==> config.mk <==
export PLATFORM = sky130hd
export DESIGN_NAME = rr_encoder_arbiter
export DESIGN_NICKNAME = d
export VERILOG_FILES = /design/src/rtl/rr_encoder_arbiter.sv
export SDC_FILE = /design/constraint.sdc
export NUM_CORES = 1
export LEC_CHECK = 0
export BUFFER_PORTS_ARGS = -buffer_cell sky130_fd_sc_hd__buf_2
export CORE_MARGIN = 2
export CORE_UTILIZATION = 25
export DETAILED_ROUTE_END_ITERATION = 8
export HOLD_SLACK_MARGIN = 0.03
export PLACE_DENSITY_LB_ADDON = 0.05
export SYNTH_ARGS = -nofsm -noshare
export SYNTH_HDL_FRONTEND = slang
export SYNTH_SLANG_ARGS = --single-unit
==> constraint.sdc <==
create_clock -name clk -period 4.74 [get_ports clk]
set_input_delay 0.948 -clock clk [delete_from_list [all_inputs] [get_ports clk]]
set_output_delay 0.948 -clock clk [all_outputs]
set_load 0.005 [all_outputs]
==> src/rtl/rr_encoder_arbiter.sv <==
// 16-requester round-robin arbiter with registered one-hot and binary grant outputs.
// Define ARB_TIMEOUT_EN to build the MAX_HOLD revocation counter and the timeout pulse.
module rr_encoder_arbiter #(
    parameter int N_REQ = 16
`ifdef ARB_TIMEOUT_EN
    , parameter int MAX_HOLD = 255
`endif
) (
    input  logic             clk,
    input  logic             rst,
    input  logic             enable,
    input  logic [N_REQ-1:0] req,
    output logic [N_REQ-1:0] gnt,
    output logic [3:0]       gnt_id,
    output logic             gnt_valid,
    output logic             timeout
);

    typedef enum logic [1:0] {
        IDLE    = 2'b00,
        BUSY    = 2'b01,
        RELEASE = 2'b10
    } state_t;

    state_t           state_q, state_d;
    logic [3:0]       ptr_q, ptr_d;
    logic [N_REQ-1:0] gnt_q, gnt_d;
    logic [3:0]       gnt_id_q, gnt_id_d;
    logic             gnt_valid_q, gnt_valid_d;
    logic             found;
    logic [3:0]       win;
    logic [3:0]       idx;

`ifdef ARB_TIMEOUT_EN
    localparam logic [7:0] MAX_HOLD_C = 8'(MAX_HOLD);
    logic [7:0] hold_q, hold_d;
    logic       timeout_q, timeout_d;
`endif

    // First active request at or after ptr, wrapping modulo 16.
    always_comb begin
        found = 1'b0;
        win   = 4'd0;
        idx   = 4'd0;
        for (int i = 0; i < N_REQ; i++) begin
            idx = ptr_q + 4'(i);
            if (!found && req[idx]) begin
                found = 1'b1;
                win   = idx;
            end
        end
    end

    always_comb begin
        state_d     = state_q;
        ptr_d       = ptr_q;
        gnt_d       = gnt_q;
        gnt_id_d    = gnt_id_q;
        gnt_valid_d = gnt_valid_q;
`ifdef ARB_TIMEOUT_EN
        hold_d      = hold_q;
        timeout_d   = 1'b0;
`endif
        case (state_q)
            IDLE, RELEASE: begin
                gnt_d       = '0;
                gnt_id_d    = 4'd0;
                gnt_valid_d = 1'b0;
                state_d     = IDLE;
                if (enable && found) begin
                    state_d     = BUSY;
                    gnt_d[win]  = 1'b1;
                    gnt_id_d    = win;
                    gnt_valid_d = 1'b1;
`ifdef ARB_TIMEOUT_EN
                    hold_d      = 8'd0;
`endif
                end
            end
            BUSY: begin
                // A normal release wins over a timeout landing on the same cycle.
                if (!req[gnt_id_q]) begin
                    state_d     = RELEASE;
                    gnt_d       = '0;
                    gnt_id_d    = 4'd0;
                    gnt_valid_d = 1'b0;
                    ptr_d       = gnt_id_q + 4'd1;
                end
`ifdef ARB_TIMEOUT_EN
                else begin
                    hold_d = hold_q + 8'd1;
                    if (hold_q + 8'd1 == MAX_HOLD_C) begin
                        state_d     = RELEASE;
                        gnt_d       = '0;
                        gnt_id_d    = 4'd0;
                        gnt_valid_d = 1'b0;
                        ptr_d       = gnt_id_q + 4'd1;
                        timeout_d   = 1'b1;
                    end
                end
`endif
            end
            default: begin
                state_d     = IDLE;
                gnt_d       = '0;
                gnt_id_d    = 4'd0;
                gnt_valid_d = 1'b0;
            end
        endcase
    end

    always_ff @(posedge clk or posedge rst) begin
        if (rst) begin
            state_q     <= IDLE;
            ptr_q       <= 4'd0;
            gnt_q       <= '0;
            gnt_id_q    <= 4'd0;
            gnt_valid_q <= 1'b0;
        end else begin
            state_q     <= state_d;
            ptr_q       <= ptr_d;
            gnt_q       <= gnt_d;
            gnt_id_q    <= gnt_id_d;
            gnt_valid_q <= gnt_valid_d;
        end
    end

`ifdef ARB_TIMEOUT_EN
    always_ff @(posedge clk or posedge rst) begin
        if (rst) begin
            hold_q    <= 8'd0;
            timeout_q <= 1'b0;
        end else begin
            hold_q    <= hold_d;
            timeout_q <= timeout_d;
        end
    end

    assign timeout = timeout_q;
`else
    assign timeout = 1'b0;
`endif

    assign gnt       = gnt_q;
    assign gnt_id    = gnt_id_q;
    assign gnt_valid = gnt_valid_q;

endmodule

# Yosys cells after proc, flatten, opt, wreduce, memory -nomap -nowiden
# Cells that the tools add are included.
# op_classes
add_sub_neg	16
mul	0
div	0
order_cmp	19
eq_ne	3
shift	0
mux	80
n_bitwise	1
reduce_logical	35
# ops
op	count
$lt 4x5->1 const B	18
$mux 4	18
$bmux 1 s4	17
$mux 1	37
$add 4x4->4 const B	8
$mux 16	2
$pmux 16 s2	1
$logic_and 1x1->1	17
$add 4x3->4 const B	4
$logic_not 1->1	15
$add 4x1->4 const B	2
$add 4x2->4 const B	2
$pmux 4 s2	1
$demux 1 s4	1
$ge 4x1->1 const B	1
$pmux 2 s2	1
$eq 2x1->1 const B	1
$eq 2x2->1 const B	1
$logic_not 2->1	1
$mux 2	1
$ne 2x2->1 const B	1
$pmux 1 s2	1
$reduce_and 2->1	1
$reduce_or 2->1	1
$not 1->1	1
# totals
register_bits	27
latchBits	0
ramBits	0
romBits	0
input_bits	19
output_inout_bits	22
mem_count	0

# Depth between registers and ports, before layout
# Gate-level depths: netlist of run 1.
# logic_depth
ltp_word	54
depth_mapped	18
mapped_depth_nobuf	11

# Worst setup path before layout of run 1
# OpenSTA, ideal clock, no wires.
# synth_path
kind	reg-to-reg
start	reg ptr_q[0]
end	reg gnt_q[12], in the netlist gnt[12]
setup_ns	0.096
t_arrival_ns	4.695
required_time_ns	4.644
setup_slack_ns	-0.051
stages_incl_launch_ff	16
path_buffers	5
synth_period_minus_slack_ns	4.791
cell_sequence	dfrtp_1 > buf_6 > buf_2 > buf_2 > inv_1 > ha_1 > clkbuf_1 > mux4_2 > mux4_2 > clkbuf_1 > nor4_2 > nand4b_4 > a2111o_1 > a32o_2 > or3b_4 > o31ai_1
# synth_via
elab_chain_len	54
word_cells_on_any_way	117
classes_between	15 x add/sub; 2 x order compare; 68 x mux; 32 x reduce/logical
# synth_rtl
element	line_no	text
start, declared	26	logic [3:0] ptr_q, ptr_d;
start signal, assigned	121	ptr_q <= ptr_d;
branches (longest 52 deep; another with $add 4x1->4)	-	
$mux 16 (*)	70	if (enable && found) begin
$pmux 16 s2 (*)	64	case (state_q)
end signal, assigned	122	gnt_q <= gnt_d;
end, declared	27	logic [N_REQ-1:0] gnt_q, gnt_d;
# Mark *: on every way between the ends. The select of a mux whose other input is x is not followed.
# A chain may end at the register's enable or synchronous reset.

# Worst setup path after layout of run 1
# layout_path
start	reg ptr_q[1]
end	reg gnt_q[15], in the netlist gnt[15]
# The elaborated chain is that of the path after synthesis.

==> flow_metrics.py, run 1 <==
metrics = {
    "clock_tree": {
        "path_clk_slew_ns": 0.07,
        "cts_root_buffer": "clkbuf_16",
        "clock_path_buffers": 2,
        "hold_buffers": 0,
        "clk_latency_ns": 0.26,
        "cts_tree": "done",
        "cts_htree_levels": 1,
        "numCtsBuffers": 3,
        "clock_sinks": 27,
    },
    "synthesis": {
        "ys_warn_count": 0,
        "netlist_instances": 385,
        "syn_area_per_cell_um2": 9.45,
        "synth_edf_count": 0,
        "synth.area.top_cells": "dfrtp_1, mux4_2, mux2i_1",
        "synthDominantCellAreaShare_pct": 18.6,
        "async_reset_ff_share_pct": 100,
        "syn_area_mm2": 0.00364,
        "yosysTopAreaCell": "dfrtp_1",
        "ys_seq_elements": 27,
        "syn-num-nets": 412,
        "ys_seq_area_share_pct": 18.6,
        "synth_flop_cell": "dfrtp_1",
        "yosysUniqueCellTypes": 66,
    },
    "critical_path": {
        "r2r_cells": 10,
        "cp_max_fo": 10,
        "cp-end-kind": "flip-flop",
        "cp-start-kind": "flip-flop",
        "path_class": "flip-flop to flip-flop",
        "cp.required_ns": 4.89,
        "crit_arrival_ns": 4.55,
    },
    "layout": {
        "fin_area_mm2": 0.00423,
        "num_antenna_cells": 0,
        "post_route_cells_drive_above_1_share_pct": 29.1,
        "fin_nets": 457,
        "area_growth_syn_to_layout_pct": 16.2,
        "mostFrequentLayoutCells": "nand2_1, buf_2, dfrtp_1",
        "layout_commonest_cell": "nand2_1",
    },
    "sta": {
        "final.period_utilization_pct": 92.9,
        "max_freq_mhz": 227,
        "tns_ns": 0,
        "period_minus_slack_ns": 4.40,
        "setup_viol_count_final": 0,
        "fin_worst_skew_ns": 0.00431,
        "slew_headroom_pct": 28.1,
        "tightestPinTransition_ns": 1.08,
        "rsz0062_at_grt": "false",
        "worst_slack_ns": 0.338,
        "drv_slew": 0,
        "hold_viol": 0,
    },
    "grt": {
        "grtUsageMet1_pct": 24.2,
        "grt_max_degree": 31,
        "grt_use_total_pct": 17.2,
        "use_met2_pct": 28.6,
        "overflow": 0,
        "grt_pass1_wl_um": 21000,
        "grt_pass1_vias": 3428,
        "busiest_layer": "met2",
        "grtUsageMet3_pct": 2.49,
        "antenna_found_initial": 0,
    },
    "drt": {
        "wl_per_cell_um": 22.2,
        "wl_um": 13600,
        "via_count": 3479,
        "ant_nets": 0,
        "drt_iter0_drc": 215,
        "dr.pass1.iters": 6,
        "drc": 0,
        "via_per_inst": 5.68,
    },
    "die": {
        "top_level_ports": 41,
        "start_util_pct": 25.3,
        "core_mm2": 0.0144,
        "fp.dieW_um": 125,
        "die_h_um": 125,
        "dieArea_mm2": 0.0155,
        "core.rowCount": 44,
    },
    "place": {
        "dp_slack_ns": 0.180,
        "gp_congestion": 0.849,
        "dp_hpwl_um": 10500,
        "place_area_mm2": 0.00415,
        "port_buffers": 39,
    },
    "worst_hold_path": {
        "hp-class": "flip-flop to flip-flop",
        "hold_depth": 2,
    },
    "run": {
        "cap_viol_max_count": 0,
    },
    "status": {
        "outcome": "finished clean",
    },
}
[final cells by class]
type                    count  area, um^2
repair buffers             64         383
well taps                 184         230
fillers                  1537       10100
multi-input cells         315        2790
inverters                  19        71.3
clock inverters             1        5.00
clock buffers               3        75.1
flip-flops and latches     27         676
[routing by layer]
layer | routed length, um | share of wire, %
met1 | 6380 | 47
met2 | 6390 | 47
met3 | 673 | 4.9
met4 | 159 | 1.2
met5 | 0 | 0
[cell families after synthesis]
logic type / after synthesis / synth area share [%]
other: 1 / 0.103
multiplexers: 74 / 32.7
adder cells (fa/ha/maj): 8 / 2.75
XOR/XNOR: 13 / 3.33
AO/OA/AOI/OAI: 106 / 21.2
AND/OR/NAND/NOR: 113 / 16.4
flip-flops: 27 / 18.6
buffers and inverters: 43 / 4.92
[path summary, 6_finish.rpt]
kind	endpoint	slack (ns)	startpoint
hold / removal	gnt[0]$_DFFE_PP0P_	0.48	gnt[0]$_DFFE_PP0P_
hold reg to reg	gnt[0]$_DFFE_PP0P_	0.48	gnt[0]$_DFFE_PP0P_
max in group asynchronous	gnt[11]$_DFFE_PP0P_	3.12	rst
min in group asynchronous	gnt_id[3]$_DFFE_PP0P_	0.97	rst
setup reg to reg	gnt[15]$_DFFE_PP0P_	0.34	ptr_q[1]$_DFFE_PP0P_
setup / recovery	gnt[15]$_DFFE_PP0P_	0.34	ptr_q[1]$_DFFE_PP0P_
[state kept, by name, indices dropped and copies added (netlist names)]
register / cells
gnt: 16
gnt_id: 4
ptr_q: 4
state_q: 2
gnt_valid: 1
[cell usage after synthesis (all sizes together), types with 5 or more instances]
master,count
xnor2,9
mux2,18
nor2,13
mux4,32
nand2b,5
mux2i,24
buf,9
a22o,7
o22ai,6
ha,8
clkbuf,15
nand2,43
nor3,9
inv,19
a22oi,6
a21oi,17
nand3,8
dfrtp,27
o31ai,18
nor2b,7
o21ai,16
[critical path: stages, from the launching register on]
cell and delay [ns]:
dfrtp_1 0.37, inv_2 0.05, ha_2 0.46, mux4_2 0.66
mux4_2 0.69, nor4_2 0.50, nand4b_4 0.21, a2111o_1 0.35
a32o_2 0.32, or3b_4 0.43, o31ai_1 0.25
[what timing repair did]
action	4_1_cts	5_1_grt
gates resized for setup	0	1
setup buffers	0	0
endpoints found under the setup margin	0	1
[through the flow]
stage	utilization [%]	hold slack, ns	cells
final	29.4	0.476	613
after global routing	29.4	0.494	613
after CTS	29.4	0.482	613
after detailed placement	28.8	0.465	609
after global placement	28.8	0.458	609
after floorplan	-	0.473	385
Power of run 1 is left out: the tool's default activity adds up to more than one toggle a clock period on the data nets, which glitch-free logic cannot reach.
==> run 2, diff against run 1 <==
Settings changed: BUFFER_PORTS_ARGS -buffer_cell sky130_fd_sc_hd__buf_2 to default, CORE_ASPECT_RATIO from default to 1.5, DONT_BUFFER_PORTS from default to 1.
==> run 2 against run 1 <==
Core utilization shrank 1.5 points; count of clock-buffer cells in the layout rose by 1; global-route usage up 3.3 points; setup slack improved by 0.019 ns; maximum frequency rose by 0.44%; sequential cell count did not move; critical endpoint is now gnt[7]$_DFFE_PP0P_; highest routed layer unchanged.
==> flow_metrics.py, run 2 (same netlist as run 1, synthesis figures left out) <==
metrics = {
    "sta": {
        "slew_headroom_pct": 27.2,
        "tightestPinTransition_ns": 1.09,
        "fin_worst_skew_ns": 0.00603,
        "hold_viol": 0,
        "drv_slew": 0,
        "tns_ns": 0,
        "max_freq_mhz": 228,
        "period_minus_slack_ns": 4.38,
        "final.period_utilization_pct": 92.5,
        "rsz0062_at_grt": "false",
        "setup_viol_count_final": 0,
    },
    "worst_hold_path": {
        "hp-class": "flip-flop to flip-flop",
        "hold_depth": 2,
    },
    "layout": {
        "num_antenna_cells": 0,
        "area_growth_syn_to_layout_pct": 10.6,
        "fin_nets": 415,
        "multiInputGateArea_mm2": 0.00279,
        "largest_reg_flops": 16,
        "mostFrequentLayoutCells": "nand2_1, dfrtp_1, mux4_2",
        "layout_commonest_cell": "nand2_1",
        "post_route_cells_drive_above_1_share_pct": 21.2,
        "n_fill_cell": 1512,
        "regArea_um2": 676,
    },
    "drt": {
        "dr.pass1.iters": 4,
        "ant_nets": 0,
        "via_count": 3404,
        "drc": 0,
        "wl_um": 15500,
        "via_per_inst": 5.84,
        "drt_iter0_drc": 182,
        "wl_per_cell_um": 26.5,
    },
    "status": {
        "outcome": "finished clean",
    },
    "clock_tree": {
        "clk_latency_ns": 0.27,
        "cts_setup_buffers": 0,
        "numCtsBuffers": 3,
        "path_clk_slew_ns": 0.07,
        "cts_root_buffer": "clkbuf_16",
        "clock_sinks": 27,
        "cts_htree_levels": 1,
        "cts-resized-gates": 0,
        "cts_tree": "done",
        "clock_path_buffers": 2,
        "hold_buffers": 0,
    },
    "critical_path": {
        "path_cells": "buf_4, ha_1, xor2_1, mux2i_2, mux2i_1, nor4_2, nand4b_4, a2111o_1, a32o_2, or3_4, o31ai_1",
        "cp_top_family": "simple AND/OR/NAND/NOR gates",
        "cp-end-kind": "flip-flop",
        "path_class": "flip-flop to flip-flop",
        "cp_slowest_cell": "nor4_2",
        "crit_arrival_ns": 4.55,
        "cp_num_cells": 11,
        "cp_max_fo": 30,
        "crit_path_max_incr_delay_ns": 0.48,
        "r2r_cells": 11,
        "crit_buf_inv": 1,
        "cp.required_ns": 4.91,
        "cp-start-kind": "flip-flop",
    },
    "grt": {
        "grt_pass1_vias": 3457,
        "grt_use_total_pct": 20.5,
        "grt_pass1_wl_um": 23000,
        "grt_max_degree": 31,
        "antenna_found_initial": 0,
        "overflow": 0,
    },
    "place": {
        "gp_congestion": 0.881,
        "dp_hpwl_um": 12400,
        "port_buffers": 0,
    },
    "die": {
        "dieArea_mm2": 0.0156,
        "die_h_um": 152,
        "top_level_ports": 41,
        "core_mm2": 0.0144,
        "core.rowCount": 54,
        "fp.dieW_um": 103,
        "start_util_pct": 25.3,
    },
    "run": {
        "cap_viol_max_count": 0,
    },
}
-- run 2: worst paths after layout --
check / start / to / slack, ns
min reg2reg: gnt[14]$_DFFE_PP0P_ / gnt[14]$_DFFE_PP0P_ / 0.51
max in group asynchronous: rst / gnt[12]$_DFFE_PP0P_ / 3.24
min in group asynchronous: rst / ptr_q[2]$_DFFE_PP0P_ / 0.83
min: gnt[14]$_DFFE_PP0P_ / gnt[14]$_DFFE_PP0P_ / 0.51
max: ptr_q[0]$_DFFE_PP0P_ / gnt[7]$_DFFE_PP0P_ / 0.36
max reg2reg: ptr_q[0]$_DFFE_PP0P_ / gnt[7]$_DFFE_PP0P_ / 0.36
-- run 2: final cells by class --
type	count	share of cell area (%)
well taps	196	6.09
flip-flops and latches	27	16.8
inverters	19	1.77
repair buffers	22	4.10
multi-input cells	315	69.3
clock buffers	4	1.96
-- run 2: routing by layer --
metal | share of wire, % | track usage (%)
met2 | 54 | 38.8
met4 | 5.0 | 9.00
met3 | 5.1 | 3.26
met1 | 36 | 21.9
met5 | 0 | 0
-- run 2: stage by stage --
| step | util [%] | hold WS, ns | setup WS [ns] | cell area, um^2 | instances |
|---|---|---|---|---|---|
| after global placement | 27.4 | 0.498 | 0.298 | 3940 | 579 |
| after floorplan | - | 0.473 | 0.0752 | 3640 | 385 |
| final | 28.0 | 0.512 | 0.357 | 4030 | 583 |
| after global routing | 28.0 | 0.541 | 0.0567 | 4030 | 583 |
| after CTS | 27.9 | 0.518 | 0.276 | 4020 | 583 |
| after detailed placement | 27.4 | 0.494 | 0.301 | 3940 | 579 |
-- run 2: worst reg2reg max path, stage by stage (launching register included) --
cell,delay [ns]
dfrtp_1,0.35
buf_4,0.38
ha_1,0.44
xor2_1,0.47
mux2i_2,0.43
mux2i_1,0.24
nor4_2,0.48
nand4b_4,0.19
a2111o_1,0.34
a32o_2,0.31
or3_4,0.42
o31ai_1,0.22
Power of run 2 is left out for the same reason.
==> run 3, diff against run 2 <==
Settings changed: CORE_UTILIZATION 25 to 59.
==> run 3 against run 2 <==
Register-to-register slack worse by 0.17 ns; setup slack got worse by 0.17 ns; sequential share of layout area is 0.94 points higher; non-clock buffer count is 5 lower; sequential cell count is the same; critical path depth up 1; core utilization is 35 points higher; clock skew fell by 0.0030 ns; global-route usage grew 18 points.
==> flow_metrics.py, run 3 (same netlist as run 1, synthesis figures left out) <==
metrics = {
    "critical_path": {
        "cp.required_ns": 4.90,
        "crit_path_max_incr_delay_ns": 0.65,
        "cp-start-kind": "flip-flop",
        "path_class": "flip-flop to flip-flop",
        "cp_max_fo": 10,
        "crit_arrival_ns": 4.72,
        "cp_slowest_cell": "mux4_2",
        "path_cells": "inv_1, ha_1, mux4_2, mux4_2, o31ai_1, a2111oi_0, nor4_1, buf_4, o221ai_1, buf_4, or3_4, o31ai_1",
        "cp-end-kind": "flip-flop",
        "crit_buf_inv": 3,
        "cp_top_family": "multiplexers",
    },
    "die": {
        "top_level_ports": 41,
        "start_util_pct": 60.2,
        "dieArea_mm2": 0.00683,
        "fp.dieW_um": 68.1,
        "core_mm2": 0.00604,
        "core.rowCount": 35,
        "die_h_um": 100,
    },
    "grt": {
        "grtUsageMet1_pct": 44.9,
        "busiest_layer": "met2",
        "grt_pass1_wl_um": 19200,
        "grt_pass1_vias": 3377,
        "grt_use_total_pct": 38.2,
        "overflow": 0,
        "use_met2_pct": 63.5,
        "grt_max_degree": 31,
        "grtUsageMet3_pct": 7.85,
        "antenna_found_initial": 0,
    },
    "clock_tree": {
        "cts_tree": "done",
        "cts_setup_buffers": 0,
        "hold_buffers": 0,
        "clock_sinks": 27,
        "cts_root_buffer": "clkbuf_8",
        "clock_path_buffers": 2,
        "cts-resized-gates": 0,
        "clk_latency_ns": 0.27,
        "numCtsBuffers": 3,
        "path_clk_slew_ns": 0.09,
        "cts_htree_levels": 1,
    },
    "drt": {
        "ant_nets": 0,
        "drt_iter0_drc": 377,
        "dr.pass1.iters": 5,
        "drc": 0,
        "wl_per_cell_um": 26.7,
        "via_count": 3450,
        "wl_um": 12200,
        "via_per_inst": 7.57,
    },
    "place": {
        "port_buffers": 0,
        "dp_hpwl_um": 9490,
        "gp_congestion": 0.970,
    },
    "sta": {
        "setup_viol_count_final": 0,
        "rsz0062_at_grt": "false",
        "slew_headroom_pct": 33.5,
        "drv_slew": 0,
        "hold_viol": 0,
        "period_minus_slack_ns": 4.55,
        "max_freq_mhz": 220,
        "fin_worst_skew_ns": 0.00303,
        "tns_ns": 0,
        "tightestPinTransition_ns": 0.997,
        "final.period_utilization_pct": 96.0,
    },
    "layout": {
        "layout_commonest_cell": "nand2_1",
        "post_route_cells_drive_above_1_share_pct": 20.4,
        "area_growth_syn_to_layout_pct": 4.74,
        "num_antenna_cells": 0,
        "largest_reg_flops": 16,
        "n_fill_cell": 511,
        "fin_nets": 410,
        "mostFrequentLayoutCells": "nand2_1, dfrtp_1, mux4_2",
    },
    "status": {
        "outcome": "finished clean",
    },
    "worst_hold_path": {
        "hp-class": "flip-flop to flip-flop",
    },
    "run": {
        "cap_viol_max_count": 0,
    },
}
[run 3: cell count changes in the layout (fill, tap and decap cells not counted), sizes merged]
| cell | before | now |
|---|---|---|
| buf | 22 | 17 |
[run 3: worst paths after layout]
check	from	endpoint	slack (ns)	cells past startpoint
max in group asynchronous	rst	gnt[10]$_DFFE_PP0P_	3.34	1
min in group asynchronous	rst	gnt_id[1]$_DFFE_PP0P_	0.80	1
setup / recovery	ptr_q[0]$_DFFE_PP0P_	gnt[6]$_DFFE_PP0P_	0.19	12
setup reg to reg	ptr_q[0]$_DFFE_PP0P_	gnt[6]$_DFFE_PP0P_	0.19	12
hold / removal	gnt[0]$_DFFE_PP0P_	gnt[0]$_DFFE_PP0P_	0.53	2
hold reg to reg	gnt[0]$_DFFE_PP0P_	gnt[0]$_DFFE_PP0P_	0.53	2
[run 3: worst min-delay path, cell delays in order (launching register included)]
cell     delay (ns)
dfrtp_1        0.38
nand2_1        0.06
o31ai_1        0.06
[run 3: metrics by stage]
step | utilization, % | cells | hold slack [ns] | worst slack, ns | instance area (um^2)
after global routing | 63.1 | 456 | 0.556 | 0.0470 | 3810
after detailed placement | 62.1 | 452 | 0.502 | 0.249 | 3750
after floorplan | - | 385 | 0.473 | 0.0752 | 3640
final | 63.1 | 456 | 0.526 | 0.188 | 3810
after global placement | 62.1 | 452 | 0.495 | 0.288 | 3750
after CTS | 62.8 | 456 | 0.524 | 0.252 | 3800
[run 3: final cells by class]
class	count	area (um^2)	share of cell area [%]
flip-flops and latches	27	676	17.7
multi-input cells	315	2800	73.4
repair buffers	17	128	3.35
clock buffers	4	45.0	1.18
well taps	74	92.6	2.43
inverters	19	71.3	1.87
[run 3: routing by layer]
metal	part of all wire [%]	routed length (um)
met1	34	4190
met2	50	6080
met3	8.8	1070
met4	6.9	845
met5	0	0
Power of run 3 is left out for the same reason.
